**src/rtl/la_scanctrl_pkg.sv**
```systemverilog
// Shared types for the scan-chain driver: FSM state encoding.
package la_scanctrl_pkg;

   typedef enum logic [2:0] {
      S_IDLE,
      S_LOAD,
      S_CAPTURE,
      S_UNLOAD,
      S_DONE
   } scan_state_t;

endpackage

```
**src/rtl/la_scanshift.sv**
```systemverilog
// N-bit shift register with parallel load, MSB-ward serial shift-in from the LSB,
// and parallel out (MSB doubles as serial out).
module la_scanshift #(
   parameter int unsigned N = 8
) (
   input  logic         clk,
   input  logic         nreset,
   input  logic         load,
   input  logic [N-1:0] pdata,
   input  logic         shift,
   input  logic         sin,
   output logic [N-1:0] q
);

   logic [N-1:0] shifted;

   // A one-bit register has no upper bits to keep, so a shift is a plain load of sin.
   if (N == 1) begin : g_one
      assign shifted = sin;
   end else begin : g_many
      assign shifted = {q[N-2:0], sin};
   end

   always_ff @(posedge clk or negedge nreset) begin
      if (!nreset) begin
         q <= '0;
      end else if (load) begin
         q <= pdata;
      end else if (shift) begin
         q <= shifted;
      end
   end

endmodule

```
**src/rtl/la_scanctrl.sv**
```systemverilog
// Scan-chain driver: loads a parallel pattern into an external N-flop chain,
// pulses one capture cycle, then unloads and presents the captured response.
module la_scanctrl
   import la_scanctrl_pkg::*;
#(
   parameter int unsigned N    = 8,
   parameter string       PROP = "DEFAULT"
) (
   input  logic         clk,
   input  logic         nreset,
   input  logic         start,
   input  logic [N-1:0] pattern,
   output logic         ready,
   output logic         se,
   output logic         si,
   input  logic         so,
   output logic         done,
   output logic [N-1:0] response
);

   localparam int unsigned CW = $clog2(N + 1);

   scan_state_t   state_q, state_d;
   logic [CW-1:0] cnt_q, cnt_d;
   logic          tx_load, tx_shift, rx_shift;
   logic [N-1:0]  tx_q;
   logic          ready_q, se_q, done_q;
   logic          unused_ok;

   // tx shifts zeros in behind the pattern, so si falls to 0 on its own after LOAD.
   la_scanshift #(.N(N)) u_tx (
      .clk    (clk),
      .nreset (nreset),
      .load   (tx_load),
      .pdata  (pattern),
      .shift  (tx_shift),
      .sin    (1'b0),
      .q      (tx_q)
   );

   la_scanshift #(.N(N)) u_rx (
      .clk    (clk),
      .nreset (nreset),
      .load   (1'b0),
      .pdata  ('0),
      .shift  (rx_shift),
      .sin    (so),
      .q      (response)
   );

   always_ff @(posedge clk or negedge nreset) begin
      if (!nreset) begin
         state_q <= S_IDLE;
         cnt_q   <= '0;
      end else begin
         state_q <= state_d;
         cnt_q   <= cnt_d;
      end
   end

   always_comb begin
      state_d  = state_q;
      cnt_d    = cnt_q;
      tx_load  = 1'b0;
      tx_shift = 1'b0;
      rx_shift = 1'b0;
      unique case (state_q)
         S_IDLE: begin
            if (start) begin
               state_d = S_LOAD;
               cnt_d   = CW'(N);
               tx_load = 1'b1;
            end
         end
         S_LOAD: begin
            tx_shift = 1'b1;
            cnt_d    = cnt_q - CW'(1);
            if (cnt_q == CW'(1)) state_d = S_CAPTURE;
         end
         S_CAPTURE: begin
            cnt_d   = CW'(N);
            state_d = S_UNLOAD;
         end
         S_UNLOAD: begin
            rx_shift = 1'b1;
            cnt_d    = cnt_q - CW'(1);
            if (cnt_q == CW'(1)) state_d = S_DONE;
         end
         S_DONE: begin
            state_d = S_IDLE;
         end
         default: begin
            state_d = S_IDLE;
         end
      endcase
   end

   // Outputs are registered from the next state so they line up with the state itself.
   always_ff @(posedge clk or negedge nreset) begin
      if (!nreset) begin
         ready_q <= 1'b1;
         se_q    <= 1'b0;
         done_q  <= 1'b0;
      end else begin
         ready_q <= (state_d == S_IDLE);
         se_q    <= (state_d == S_LOAD) || (state_d == S_UNLOAD);
         done_q  <= (state_d == S_DONE);
      end
   end

   assign ready = ready_q;
   assign se    = se_q;
   assign done  = done_q;
   assign si    = tx_q[N-1];

   assign unused_ok = (PROP != "") ^ (^tx_q);

endmodule

```
**config.mk**
```make
export PLATFORM = sky130hd
export DESIGN_NAME = la_scanctrl
export DESIGN_NICKNAME = d
export VERILOG_FILES = /design/src/rtl/la_scanctrl_pkg.sv /design/src/rtl/la_scanshift.sv /design/src/rtl/la_scanctrl.sv
export SDC_FILE = /design/constraint.sdc
export NUM_CORES = 1
export LEC_CHECK = 0
export CAP_MARGIN = 20
export CORE_UTILIZATION = 35
export CTS_CLUSTER_SIZE = 28
export DETAILED_ROUTE_END_ITERATION = 10
export PLACE_DENSITY_LB_ADDON = 0.1
export SETUP_SLACK_MARGIN = 0.3
export SLEW_MARGIN = 25
export SYNTH_ARGS = -nofsm -noshare
export SYNTH_HDL_FRONTEND = slang
export SYNTH_SLANG_ARGS = --single-unit
```
**constraint.sdc**
```tcl
create_clock -name clk -period 2.8 [get_ports clk]
set_clock_uncertainty 0.2 [all_clocks]
set_input_delay 0.56 -clock clk [delete_from_list [all_inputs] [get_ports clk]]
set_output_delay 0.56 -clock clk [all_outputs]
set_load 0.03 [all_outputs]
```
==> results.toml <==
[placement]
dp_cells = 163
place_hpwl_mm = 1.41
dp_worst_setup_slack_ns = 0.422
port_buffers = 23
gp_congestion = 0.694

[worst_setup_path]
worstSetupEndpointType = "output pin"
worstPathRequired_ns = 2.04
crit_chain = "clkdlybuf4s50_1"
cp_slowest_cell = "clkdlybuf4s50_1"
rrSetupSlack_ns = 0.92
critical-path-top-delay-family = "buffers and inverters"
critical_path_class = "flop to output pin"
path_buf_inv = 1
path_max_fanout = 1
critPathLaunchType = "flop"
critPathMaxStageDelay_ns = 0.66
path_depth = 1
critPathArrivalTime_ns = 1.50
r2r_cells = 3

[timing]
fin_crit_sh = 0.808
tightest_slew_ns = 0.807
clock.fmax_ghz = 0.442
setup_violations = 0
rsz0062_at_grt = "no"
slew_viol_final = 0
slew_headroom = 0.461
tns_ns = 0
whs_ns = 0.323
worst_slack_ns = 0.537
hold_viol = 0
min_period_ns = 2.26

[finish]
nets = 138
area_growth_pct = 26.8
multi_input_area_um2 = 424
regArea_um2 = 652
final_util = 0.467
layout-drive-gt1-share = 0.154
fin_cells = 167
nFillCells = 294
diodes = 0

[clock_network]
hold_buffers = 0
htree_levels = 1
clk_latency_ns = 0.32
cts-root-buf = "clkbuf_4"
clock_sinks = 26
postCtsSetupBuffers = 0
numCtsBuffers = 3
cts_tree = "done"
clk_pin_slew_ns = 0.15
clockBufferDepth = 2
post_cts_resized = 0

[detailed_routing]
viasPerCell = 4.69
vias = 784
ant_nets = 0
wl_mm = 2.02
route.detailed.drc = 0
drt_iter0_drc = 29
routedWlPerCell_um = 12.1
drtPass1Iterations = 4

[worst_hold_path]
whs_path_depth = 1
min_path_type = "flop to flop"

[yosys]
synth_fp_nets = 112
synth_top_area_share = 0.561
ys_warn_count = 0
ys_ff_latch = 26
synth_area_leader_cell = "dfrtp_1"
synth_cell_types = 28
synth_area_leaders = "dfrtp_1 (56%), mux2_2 (9.1%), nand2_1 (4.7%)"
synthCells = 98
synth-edff-count = 0
seq_area_frac_synth = 0.585
synthFlopType = "dfrtp_1"
async_reset_ff_frac = 1.00
syn_area_per_cell_um2 = 11.4
yosys-top-cells-count = "dfrtp_1 (25), nand2_1 (14), nor2_1 (12)"
synth_most_common_cell = "dfrtp_1"
netlist_area_mm2 = 0.00111

[floorplanning]
die_h_um = 58.4
ios = 24
die-area_mm2 = 0.00341
core_mm2 = 0.00303
die_w_um = 58.4
placementRows = 20
initial_core_util = 0.368

[power_and_ir_drop]
power.density_mw_per_mm2 = 1150
power_switching_w = 0.000646
pwr-share-seq = 0.407
irDropWorstVdd_uv = 387
power.leakage_nw = 0.603
clkPwrFrac = 0.100
sw_frac_of_total = 0.396
power_frac_comb = 0.493
p_int_w = 0.000984

[global_routing]
antenna_found_initial = 0
grt.overflow.total = 0
grt_first_pass_wirelength_mm = 3.56
grt_max_degree = 27
track_usage = 0.137
grt_pass1_vias = 785

[job]
cap_violations = 0

[status]
outcome = "completed"
[flip-flops by register name (all words and copies together), names as in the netlist]
register	flops
u_rx.q	8
u_tx.q	8
cnt_q	4
state_q	3
done	1
ready	1
se	1
[stage by stage]
step,area (µm²),total power (W)
global route,1410,0.00176
floorplan,1110,0.00122
CTS,1410,0.00166
finish,1410,0.00163
detailed placement,1390,0.00149
global placement,1390,0.00147
[kinds of logic after synthesis]
kind of cell | count (synthesis) | synth area share
flip-flops | 26 | 0.585
adder cells (fa/ha/maj) | 2 | 0.0224
AO/OA/AOI/OAI | 12 | 0.0797
multiplexers | 9 | 0.0909
XOR/XNOR | 1 | 0.00786
AND/OR/NAND/NOR | 40 | 0.180
buffers and inverters | 8 | 0.0348
[metal layers]
layer / GRT usage / share of wire / vias to the layer above
met5: 0 / 0 / -
met4: 0.0612 / 0.0074 / 0
met3: 0.0330 / 0.052 / 2
met2: 0.204 / 0.44 / 19
met1: 0.192 / 0.50 / 376
li1: - / - / 387
[power groups by stage]
stage          clock [W]  sequential (W)  combinational (W)
2_1_floorplan          0        0.000803           0.000419
3_3_place_gp           0        0.000667           0.000798
3_5_place_dp           0        0.000674           0.000815
4_1_cts         0.000174        0.000665           0.000819
5_1_grt         0.000185        0.000695           0.000880
6_report        0.000163        0.000663           0.000803
[area by class of cell]
class                           count  area share
Timing Repair Buffer               24       0.168
Multi-Input combinational cell     64       0.300
Sequential cell                    26       0.461
Clock buffer                        4      0.0186
Inverter                            5      0.0133
Tap cell                           44      0.0389
[worst paths after layout]
check,from,to
min,u_rx.q[7],u_rx.q[7]
max in group asynchronous,nreset,ready
min reg2reg,u_rx.q[7],u_rx.q[7]
min in group asynchronous,nreset,u_rx.q[7]
max reg2reg,state_q[1],u_tx.q[3]
max,ready,ready
[cells in the final DEF (no fill, tap or decap)]
cell type / instances
mux2_2: 9
or3b_1: 1
and2b_1: 1
nor4b_1: 2
nor3b_1: 1
ha_1: 2
a31oi_1: 6
a21oi_1: 1
nor2_1: 12
nand2_1: 14
o21ai_1: 1
clkdlybuf4s50_1: 23
and4bb_2: 1
clkbuf_4: 3
nand3_1: 2
dfstp_2: 1
xnor2_1: 1
nand2_2: 1
o221a_2: 1
nor2_2: 1
nor3_1: 2
dfrtp_1: 25
inv_1: 5
a31oi_2: 1
or4b_1: 1
buf_4: 1
nand2b_1: 1
a22o_1: 2
clkbuf_1: 1
(Power assumes the default switching activity.)
